--- config.mk ---
export PLATFORM = sky130hd
export DESIGN_NAME = cfd_config_sequencer
export DESIGN_NICKNAME = d
export VERILOG_FILES = /design/src/rtl/cfd_config_sequencer.sv
export SDC_FILE = /design/constraint.sdc
export NUM_CORES = 1
export LEC_CHECK = 0
export BUFFER_PORTS_ARGS = -buffer_cell sky130_fd_sc_hd__buf_4
export CORE_MARGIN = 1
export CORE_UTILIZATION = 50
export CTS_CLUSTER_DIAMETER = 200
export DETAILED_ROUTE_END_ITERATION = 8
export PLACE_DENSITY = 0.69
export SETUP_SLACK_MARGIN = 0.3
export SYNTH_ARGS = -nofsm -noshare
export SYNTH_HDL_FRONTEND = slang
export SYNTH_SLANG_ARGS = --single-unit
--- constraint.sdc ---
create_clock -name CLK -period 3.8 [get_ports CLK]
set_clock_uncertainty 0.2 [all_clocks]
set_input_delay 0.19 -clock CLK [delete_from_list [all_inputs] [get_ports CLK]]
set_output_delay 0.19 -clock CLK [all_outputs]
set_load 0.03 [all_outputs]
--- src/rtl/cfd_config_sequencer.sv ---
// Write sequencer for the CFD parallel configuration port: serialises header/data byte pairs
// with programmable setup/strobe/hold timing and generates the chip RST_L pulse.
module cfd_config_sequencer #(
    parameter int unsigned ADDR_BITS = 4,
    parameter int unsigned MODE_BITS = 4,
    parameter int unsigned DATA_BITS = 8,
    parameter int unsigned CHANNELS  = 16,
    parameter int unsigned SETUP_CYC = 2,
    parameter int unsigned STB_CYC   = 4,
    parameter int unsigned HOLD_CYC  = 2,
    parameter int unsigned RSTL_CYC  = 8
) (
    input  logic                 CLK,
    input  logic                 RST,
    input  logic                 CMD_VALID,
    output logic                 CMD_READY,
    input  logic [ADDR_BITS-1:0] CMD_ADDR,
    input  logic [MODE_BITS-1:0] CMD_MODE,
    input  logic [DATA_BITS-1:0] CMD_DATA,
    input  logic                 CMD_BCAST,
    input  logic                 CHIP_RST_REQ,
    output logic [DATA_BITS-1:0] DATA,
    output logic                 STB,
    output logic                 RST_L,
    output logic                 BUSY,
    output logic                 DONE,
    output logic                 ERR,
    output logic [15:0]          WR_COUNT
);

    typedef enum logic [3:0] {
        ChipRst, Idle, HSetup, HStb, HHold, DSetup, DStb, DHold, Fin
    } state_e;

    localparam logic [15:0]          SETUP_LAST = 16'(SETUP_CYC - 1);
    localparam logic [15:0]          STB_LAST   = 16'(STB_CYC - 1);
    localparam logic [15:0]          HOLD_LAST  = 16'(HOLD_CYC - 1);
    localparam logic [15:0]          RSTL_LAST  = 16'(RSTL_CYC - 1);
    localparam logic [ADDR_BITS-1:0] LAST_CH    = ADDR_BITS'(CHANNELS - 1);

    state_e                 state;
    logic [15:0]            cnt;
    logic [ADDR_BITS-1:0]   addr_q;
    logic [MODE_BITS-1:0]   mode_q;
    logic [DATA_BITS-1:0]   data_q;
    logic                   bcast_q;
    logic [ADDR_BITS-1:0]   addr_inc;
    logic                   addr_bad;

    assign addr_inc = addr_q + ADDR_BITS'(1);
    assign addr_bad = 32'(CMD_ADDR) >= CHANNELS;

    // Outputs are assigned on state transitions so every one of them is a flop.
    always_ff @(posedge CLK or posedge RST) begin
        if (RST) begin
            state     <= ChipRst;
            cnt       <= '0;
            DATA      <= '0;
            STB       <= 1'b0;
            RST_L     <= 1'b0;
            CMD_READY <= 1'b0;
            BUSY      <= 1'b1;
            DONE      <= 1'b0;
            ERR       <= 1'b0;
            WR_COUNT  <= '0;
            addr_q    <= '0;
            mode_q    <= '0;
            data_q    <= '0;
            bcast_q   <= 1'b0;
        end else begin
            DONE <= 1'b0;
            ERR  <= 1'b0;
            case (state)
                ChipRst: begin
                    if (cnt == RSTL_LAST) begin
                        state     <= Idle;
                        cnt       <= '0;
                        RST_L     <= 1'b1;
                        CMD_READY <= 1'b1;
                        BUSY      <= 1'b0;
                    end else begin
                        cnt <= cnt + 16'd1;
                    end
                end
                Idle: begin
                    if (CHIP_RST_REQ) begin
                        state     <= ChipRst;
                        cnt       <= '0;
                        RST_L     <= 1'b0;
                        CMD_READY <= 1'b0;
                        BUSY      <= 1'b1;
                    end else if (CMD_VALID) begin
                        CMD_READY <= 1'b0;
                        BUSY      <= 1'b1;
                        cnt       <= '0;
                        mode_q    <= CMD_MODE;
                        data_q    <= CMD_DATA;
                        bcast_q   <= CMD_BCAST;
                        if (CMD_BCAST) begin
                            addr_q <= '0;
                            state  <= HSetup;
                            DATA   <= {CMD_MODE, {ADDR_BITS{1'b0}}};
                        end else if (addr_bad) begin
                            // Rejected: skip the bus entirely and report straight away.
                            addr_q <= CMD_ADDR;
                            state  <= Fin;
                            DONE   <= 1'b1;
                            ERR    <= 1'b1;
                        end else begin
                            addr_q <= CMD_ADDR;
                            state  <= HSetup;
                            DATA   <= {CMD_MODE, CMD_ADDR};
                        end
                    end
                end
                HSetup, DSetup: begin
                    if (cnt == SETUP_LAST) begin
                        state <= (state == HSetup) ? HStb : DStb;
                        cnt   <= '0;
                        STB   <= 1'b1;
                    end else begin
                        cnt <= cnt + 16'd1;
                    end
                end
                HStb, DStb: begin
                    if (cnt == STB_LAST) begin
                        state <= (state == HStb) ? HHold : DHold;
                        cnt   <= '0;
                        STB   <= 1'b0;
                    end else begin
                        cnt <= cnt + 16'd1;
                    end
                end
                HHold: begin
                    if (cnt == HOLD_LAST) begin
                        state <= DSetup;
                        cnt   <= '0;
                        DATA  <= data_q;
                    end else begin
                        cnt <= cnt + 16'd1;
                    end
                end
                DHold: begin
                    if (cnt == HOLD_LAST) begin
                        cnt      <= '0;
                        WR_COUNT <= WR_COUNT + 16'd1;
                        if (bcast_q && addr_q != LAST_CH) begin
                            addr_q <= addr_inc;
                            state  <= HSetup;
                            DATA   <= {mode_q, addr_inc};
                        end else begin
                            state <= Fin;
                            DATA  <= '0;
                            DONE  <= 1'b1;
                        end
                    end else begin
                        cnt <= cnt + 16'd1;
                    end
                end
                Fin: begin
                    state     <= Idle;
                    CMD_READY <= 1'b1;
                    BUSY      <= 1'b0;
                end
                default: begin
                    state <= ChipRst;
                    cnt   <= '0;
                    RST_L <= 1'b0;
                    BUSY  <= 1'b1;
                end
            endcase
        end
    end

endmodule
# [After elaboration in Yosys (flattened, before gate mapping)]
# Index checks and enable logic that the tools add are counted.
[op_classes] bitwise_logic=4 n_addsub=3 mux=46 eq_ne=22 reduce_logical=21
[ops] cell="two-way mux 16 bit" count=5
[ops] cell="case mux 16 bit (5 select lines)" count=1
[ops] cell="two-way mux 4 bit" count=14
[ops] cell="two-way mux 8 bit" count=5
[ops] cell="adder 16 x 1 -> 16 bit, second input constant" count=2
[ops] cell="case mux 4 bit (7 select lines)" count=1
[ops] cell="case mux 8 bit (3 select lines)" count=1
[ops] cell="!= test 2 bit, second input constant" count=9
[ops] cell="equality test 16 x 1 -> 1 bit, second input constant" count=1
[ops] cell="equality test 16 x 2 -> 1 bit, second input constant" count=1
[ops] cell="equality test 16 x 3 -> 1 bit, second input constant" count=1
[ops] cell="equality test 4 x 3 -> 1 bit, second input constant" count=4
[ops] cell="AND reduction 3 bit" count=5
[ops] cell="two-way mux 1 bit" count=12
[ops] cell="AND reduction 5 bit" count=2
[ops] cell="equality test 4 x 2 -> 1 bit, second input constant" count=2
[ops] cell="case mux 4 bit (2 select lines)" count=1
[ops] cell="OR reduction 7 bit" count=1
[ops] cell="case mux 1 bit (3 select lines)" count=2
[ops] cell="AND reduction 6 bit" count=1
[ops] cell="nonzero test 3 bit" count=2
[ops] cell="OR reduction 6 bit" count=1
[ops] cell="adder 4 x 1 -> 4 bit, second input constant" count=1
[ops] cell="equality test 4 x 1 -> 1 bit, second input constant" count=1
[ops] cell="other kinds (14)" count=20
[totals] reg_bits=66 word_cells=109 out_inout_bits=30 inputBits=21

# [Longest topological paths before layout]
# Gate-level depths: netlist of the first run.
[logic_depth] depth_word=5 ltp_mapped=9 depth_no_buf=7

# [Worst setup path after synthesis of the first run]
# Ideal clock, no wire load.
[synth_path] kind="register to register" from="reg cnt[4]" to="reg WR_COUNT[13]" slack_ns=1.108 path_stages_with_launch=7 n_path_buf=1 t_required_ns=3.520 synth_period_minus_slack_ns=2.692 arrival_time_ns=2.412 setup_time_ns=0.080 path_cell_list="dfrtp_1 -> or4_4 -> or4_4 -> buf_6 -> or4_4 -> nor2_2 -> xor2_1"
[synth_via] elab_chain_len=2
[synth_rtl] item="start: declaration" line_no="42" rtl="logic [15:0] cnt;"
[synth_rtl] item="start signal: assignment" line_no="82" rtl="cnt <= cnt + 16'd1;"
[synth_rtl] item="start signal: assignment" line_no="122" rtl="cnt <= cnt + 16'd1;"
[synth_rtl] item="start signal: assignment" line_no="131" rtl="cnt <= cnt + 16'd1;"
[synth_rtl] item="equality test 16 x 1 -> 1 bit" line_no="144" rtl="if (cnt == HOLD_LAST) begin"
[synth_rtl] item="AND reduction 2 bit (no line)"
[synth_rtl] item="end signal: assignment" line_no="146" rtl="WR_COUNT <= WR_COUNT + 16'd1;"
[synth_rtl] item="end: declaration" line_no="28" rtl="output logic [15:0] WR_COUNT"
# Every way passes these cells.
# A chain may end at the register's enable or synchronous reset.

# [Final worst setup path of the first run]
[layout_path] from="reg cnt[4]" to="reg DATA[1]"
[layout_via] elab_chain_len=3 word_cells_on_any_way=4
[layout_rtl] item="equality test 16 x 1 -> 1 bit *" line_no="135, 144"
[layout_rtl] item="!= test 2 bit (no line)"
[layout_rtl] item="AND reduction 5 bit (no line) *"
[layout_rtl] item="end signal: assignment" line_no="112" rtl="DATA <= {CMD_MODE, CMD_ADDR};"
[layout_rtl] item="end signal: assignment" line_no="138" rtl="DATA <= data_q;"
[layout_rtl] item="end signal: assignment" line_no="150" rtl="DATA <= {mode_q, addr_inc};"
[layout_rtl] item="end: declaration" line_no="22" rtl="output logic [DATA_BITS-1:0] DATA,"
# Every way passes the cells marked *; elsewhere a longest branch is shown, timed or not.

==> results of run 1 <==
[power by group through the flow]
stage / Combinational (mW) / Clock [mW] / Sequential, mW
detailed placement: 1.25 / 0 / 1.12
global placement: 1.23 / 0 / 1.12
floorplan: 0.840 / 0 / 1.18
finish: 1.26 / 0.665 / 1.11
CTS: 1.27 / 0.672 / 1.11
global route: 1.40 / 0.707 / 1.15
[final timing paths]
kind / start / endpoint / slack [ns] / cells past startpoint
min: CMD_ADDR[0] / addr_q[0] / 0.03 / 4
min reg2reg: WR_COUNT[15] / WR_COUNT[15] / 0.27 / 1
min in group asynchronous: RST / WR_COUNT[4] / 0.40 / 3
max in group asynchronous: RST / BUSY / 2.10 / 4
max: cnt[4] / DATA[1] / 0.91 / 5
max reg2reg: cnt[4] / DATA[1] / 0.91 / 5
[repair_timing]
| item | CTS | global route |
|---|---|---|
| buffers inserted | 0 | 0 |
| hold buffers | 15 | 0 |
| hold endpoints to repair | 56 | 0 |
[cells in the final DEF, fill, tap and decap left out, drive strengths merged, types with 3 or more instances in the layout]
master and count:
a21oi 8, a22oi 6, a31oi 4, and3 3, and4 3, buf 53
clkbuf 10, clkinv 3, dfrtp 65, dlygate4sd3 15, ha 4, inv 10
mux2 16, nand2 27, nand2b 3, nand3 10, nand4 6, nor2 38
nor2b 3, nor3 13, nor4 7, nor4b 3, o211ai 4, o21a 5
o21ai 7, o31ai 6, or3 3, or4 5, or4b 3, xnor2 23
xor2 9
[per-layer routing]
layer | wire (um) | vias up
li1 | - | 1337
met1 | 3471 | 1336
met2 | 3321 | 69
met3 | 302 | 4
met4 | 49 | 0
met5 | 0 | -
[registers in the layout, summed over array words and instances (netlist names)]
register	cells
RST_L	1
state	4
CMD_READY	1
STB	1
WR_COUNT	16
bcast_q	1
DONE	1
data_q	8
BUSY	1
cnt	16
addr_q	4
mode_q	4
DATA	8
[synth_stat cells (all sizes together), types with 2 or more instances]
cell,number
dfrtp,65
nor2,38
nand2,27
xnor2,23
mux2,16
nor3,13
clkbuf,12
inv,10
nand3,10
xor2,9
a21oi,8
nor4,7
o21ai,7
a22oi,6
nand4,6
o31ai,6
o21a,5
or4,5
a31oi,4
ha,4
o211ai,4
and3,3
and4,3
buf,3
nand2b,3
nor2b,3
nor4b,3
or3,3
or4b,3
a22o,2
nand3b,2
nor3b,2
or2,2
[per-stage QoR]
| stage | power [mW] | area [sq um] | cells | setup WS [ns] |
|---|---|---|---|---|
| after floorplan | 2.024 | 3406 | 335 | 1.108 |
| after global placement | 2.347 | 3831 | 450 | 0.9604 |
| after detailed placement | 2.378 | 3831 | 450 | 0.9176 |
| after CTS | 3.056 | 4209 | 481 | 0.9069 |
| after global routing | 3.249 | 4209 | 481 | 0.7519 |
| final | 3.044 | 4209 | 481 | 0.9149 |
[cells by family (layout without fill, tap and decap cells)]
group                    after synthesis  in the layout
other                                  1              1
multiplexers                          17             17
AND/OR/NAND/NOR                      136            136
XOR/XNOR                              32             32
adder cells (fa/ha/maj)                4              4
buffers and inverters                 25             94
AO/OA/AOI/OAI                         54             54
flip-flops                            66             66
[worst max-delay path: cells and delay by family, from the launching register on]
kind	cells	cell delay, ns
flops	1	0.41
compound gates	3	0.96
simple gates	2	1.21
[final cells by class]
class	instances	area, sq um	area share
sequential	66	1653	0.3927
multi-input combinational	244	1647	0.3912
timing repair buffer	68	548.0	0.1302
clock buffer	10	137.6	0.03270
tap	77	96.34	0.02289
clock inverter	6	90.09	0.02140
inverter	10	37.54	0.008918
==> flow_summary.ini, run 1 <==
[grt]
grt_pass1_wl_um = 12310
antenna_found_initial = 0
use_met2 = 0.3259
grt_pass1_vias = 2599
grt-ovfl-total = 0
use_met3 = 0.03638
grt_max_degree = 42
grtUsageMet1 = 0.3124
track_usage = 0.2152
grt.busiest_layer = met2

[floorplanning]
initial_utilization = 0.5273
die_x_um = 84.53
die_height_um = 84.53
ios = 51
rows = 29
die-area_sq_um = 7145
core_area_sq_um = 6459

[routing]
routedWlPerCell_um = 14.85
dr.pass1.iters = 6
wirelength_um = 7144
drt-initial-drc-count = 172
via_per_inst = 5.709
drc_errors = 8
ant_nets = 0
dr_total_vias = 2746

[yosys]
synthMuxAreaShare = 0.05584
avgSynthCellArea_sq_um = 10.17
ys_seq_area_frac = 0.4853
syn_inst = 335
yosysTopAreaCell = dfrtp_1
yosys.area_share.simple = 0.2127
synth_edf_count = 0
synthAdderAreaFrac = 0.01470
synthFlopType = dfrtp_1
ys_types = 60
yosys_register_bits = 66
yosysTopAreaCellShare = 0.4776
netlist_area_sq_um = 3406
synth_compound_area_frac = 0.1168
async_flop_share = 1.000
synthXorXnorAreaFrac = 0.08229
synth_top_family_by_area = simple AND/OR/NAND/NOR gates
syn-num-nets = 360
synthTopCellsByArea = dfrtp_1, xnor2_1, mux2_2
yosys_warnings = 0

[critical_path]
slowest_delay_ns = 0.64
path_cells = or4_4 > or4_4 > o31ai_4 > o2111ai_1 > o21a_1
path_max_fanout = 16
path_common_cell = or4_4
startpoint_type = flip-flop
setup.worst_path.class = reg2reg
crit_slowest_cell = or4_4
arrival_ns = 2.91
cp-end-kind = flip-flop
crit_required_ns = 3.83

[clock_tree]
root_buffer = clkbuf_8
cts_max_level = 3
cts_tree = built
cts_sinks = 66
clk_latency_ns = 0.33
clkTransAtPathRegs_ns = 0.08
max-clock-path-buffers = 2
cts_buffers = 9
ctsResizeCount = 0

[pwr]
p_comb_frac = 0.416
powerDensity_nw_per_um2 = 723.1
p_int_mw = 1.830
leakagePower_nw = 1.835
switchingPower_mw = 1.213
seqPwrFrac = 0.366
vdd_ir_drop_max_uv = 401.6
swShare = 0.3986
power.share.clock = 0.219

[final_layout]
fin_nets = 424
utilization = 0.6517
drive_gt1_frac = 0.2401
antennaDiodeCount = 0
syn2layout_area_growth_pct = 23.59
fillers = 527

[timing]
drv_slew = 0
fmax_ghz = 0.3466
worst_slew_pin_slew_ns = 0.8303
fin_setup_tns_ns = 0
final_hold_viol_count = 0
finalCritPeriodShare = 0.7592
holdWs_ns = 0.03265
layout_min_cycle_time_ns = 2.885
setup_viol_count_final = 0
rsz0062_at_grt = false
max_slew_margin = 0.4457

[place]
gp_congestion = 0.8018
place_hpwl_um = 4902
portBuffers = 49

[run_status]
violations = design-rule violations
status = finished, violations left

[run]
drv_cap = 0

[worst_hold_path]
hp-class = in2reg
Power figures use the tool's default switching activity.
==> run 2: changes to the inputs <==
Clock period 3.8 ns to 2.85 ns, I/O delays scaled along.
==> run 2 against run 1 <==
Effect of this change: highest routed layer unchanged; largest power group unchanged; via count increased by 5.3%; the flow still finishes with violations (design-rule violations); power increased by 37%; flip-flop and latch count is the same; sequential power up 31%; core utilization rose by 3.6 points; sequential share of layout area down 2.0 points; final cell count up 4.4%; cell area increased by 5.6%; combinational power increased by 56%; setup slack lost 0.69 ns.
==> flow_summary.ini, run 2 (same netlist as run 1, synthesis figures left out) <==
[critical_path]
r2r_end = WR_COUNT[13]
path_common_cell = or4_4
slowest_delay_ns = 0.62
crit_required_ns = 2.91
path_max_fanout = 5
crit_slowest_cell = or4_4
r2r_start = cnt[12]
startpoint_type = flip-flop
cpLargestDelayFamily = simple AND/OR/NAND/NOR gates
path_cells = or4_4 > or4_4 > or4_4 > nor2_4 > xor2_1
cp.depth = 5
startpoint = cnt[12]
cp-end-kind = flip-flop
arrival_ns = 2.69
setup.worst_path.class = reg2reg
r2r_cells = 5
critPathCapture = WR_COUNT[13]
r2r_slack_ns = 0.22
path_buf_inv = 0

[pwr]
switchingPower_mw = 1.687
power.share.clock = 0.176
p_comb_frac = 0.475
leakagePower_nw = 1.947
p_total_mw = 4.160
swShare = 0.4054
p_int_mw = 2.473
seqPwrFrac = 0.350
vdd_ir_drop_max_uv = 442.0
powerDensity_nw_per_um2 = 936.4

[grt]
track_usage = 0.2261
antenna_found_initial = 0
grt_max_degree = 37
grt_pass1_vias = 2716
grt_pass1_wl_um = 12700
grt-ovfl-total = 0

[place]
gp_congestion = 0.7618
portBuffers = 49
post-place-ws_ns = 0.1169
place_hpwl_um = 5113
placed_area_sq_um = 3902

[timing]
fmax_ghz = 0.3807
finalCritPeriodShare = 0.9216
max_slew_margin = 0.4020
setup_slack_ns = 0.2235
rsz0062_at_grt = true
fin_setup_tns_ns = 0
final_hold_viol_count = 0
drv_slew = 0
layout_min_cycle_time_ns = 2.626
setup_viol_count_final = 0
worst_slew_pin_slew_ns = 0.8901

[floorplanning]
die-area_sq_um = 7145
initial_utilization = 0.5273
ios = 51
die_x_um = 84.53
core_area_sq_um = 6459
rows = 29
die_height_um = 84.53

[run_status]
violations = design-rule violations
status = finished, violations left

[final_layout]
drive_gt1_frac = 0.3035
final_common_cell = buf_4
antennaDiodeCount = 0
multi_input_area_sq_um = 1748
syn2layout_area_growth_pct = 30.46
fillers = 525
seqCellArea_sq_um = 1657
mostFrequentLayoutCells = buf_4, dfrtp_1, nor2_1
fin_nets = 445
design_area_sq_um = 4443
reg_top3 = WR_COUNT (16), cnt (16)

[run]
drv_cap = 0

[routing]
drt-initial-drc-count = 158
routedWlPerCell_um = 15.74
wirelength_um = 7899
ant_nets = 0
drc_errors = 11
via_per_inst = 5.759
dr_total_vias = 2891
dr.pass1.iters = 7

[clock_tree]
root_buffer = clkbuf_8
max-clock-path-buffers = 2
cts_max_level = 3
cts_buffers = 9
clk_latency_ns = 0.35
cts_tree = built
clkTransAtPathRegs_ns = 0.07
cts_sinks = 66

[worst_hold_path]
hp-class = in2reg
run 2: worst min path at each step:
stage	from	end	slack (ns)	cells past startpoint
after floorplan	CMD_BCAST	bcast_q	0.09	1
after global placement	RST	cnt[3]	0.08	2
after detailed placement	RST	cnt[6]	0.09	2
after CTS	CHIP_RST_REQ	RST_L	0.04	4
after global routing	CHIP_RST_REQ	RST_L	0.08	4
final	CHIP_RST_REQ	RST_L	0.05	4
run 2: layout make-up:
class                      count  share of cell area
sequential                    66              0.3729
clock inverter                 2            0.002253
timing repair buffer          88              0.1625
tap                           77             0.02168
inverter                      10            0.008448
clock buffer                  14             0.03886
multi-input combinational    245              0.3934
run 2: per-stage QoR:
stage	instances	hold slack [ns]	util
final	502	0.05190	0.6879
after global routing	502	0.08036	0.6879
after CTS	497	0.04069	0.6734
after detailed placement	457	0.08958	0.6042
after global placement	457	0.08254	0.6042
after floorplan	335	0.09308	-
run 2: metal layers:
layer,track usage,routed length [um],vias to the layer above,part of all wire
met3,0.03736,317,17,0.040
met1,0.3120,3711,1411,0.47
met5,0,0,-,0
li1,-,-,1381,-
met2,0.3518,3701,82,0.47
met4,0.1032,167,0,0.021
run 2: worst reg2reg max path, stage by stage, from the launching register on:
cell and delay, ns:
dfrtp_1 0.42, or4_4 0.54, or4_4 0.62, or4_4 0.49, nor2_4 0.13, xor2_1 0.15
run 2: power groups by stage:
stage	logic (mW)	clock network [mW]	registers, mW
6_report	1.97	0.731	1.45
3_5_place_dp	1.79	0	1.46
4_1_cts	1.88	0.740	1.44
3_3_place_gp	1.75	0	1.45
2_1_floorplan	1.14	0	1.58
5_1_grt	2.14	0.772	1.49
run 2: timing repair:
action                                  CTS  global route
pin swaps                                 3             4
endpoints found under the setup margin   21            41
resized for setup                         8            16
gates cloned                              2             0
hold buffers                             18             0
hold endpoints to repair                 50             0
setup buffers                             4             5
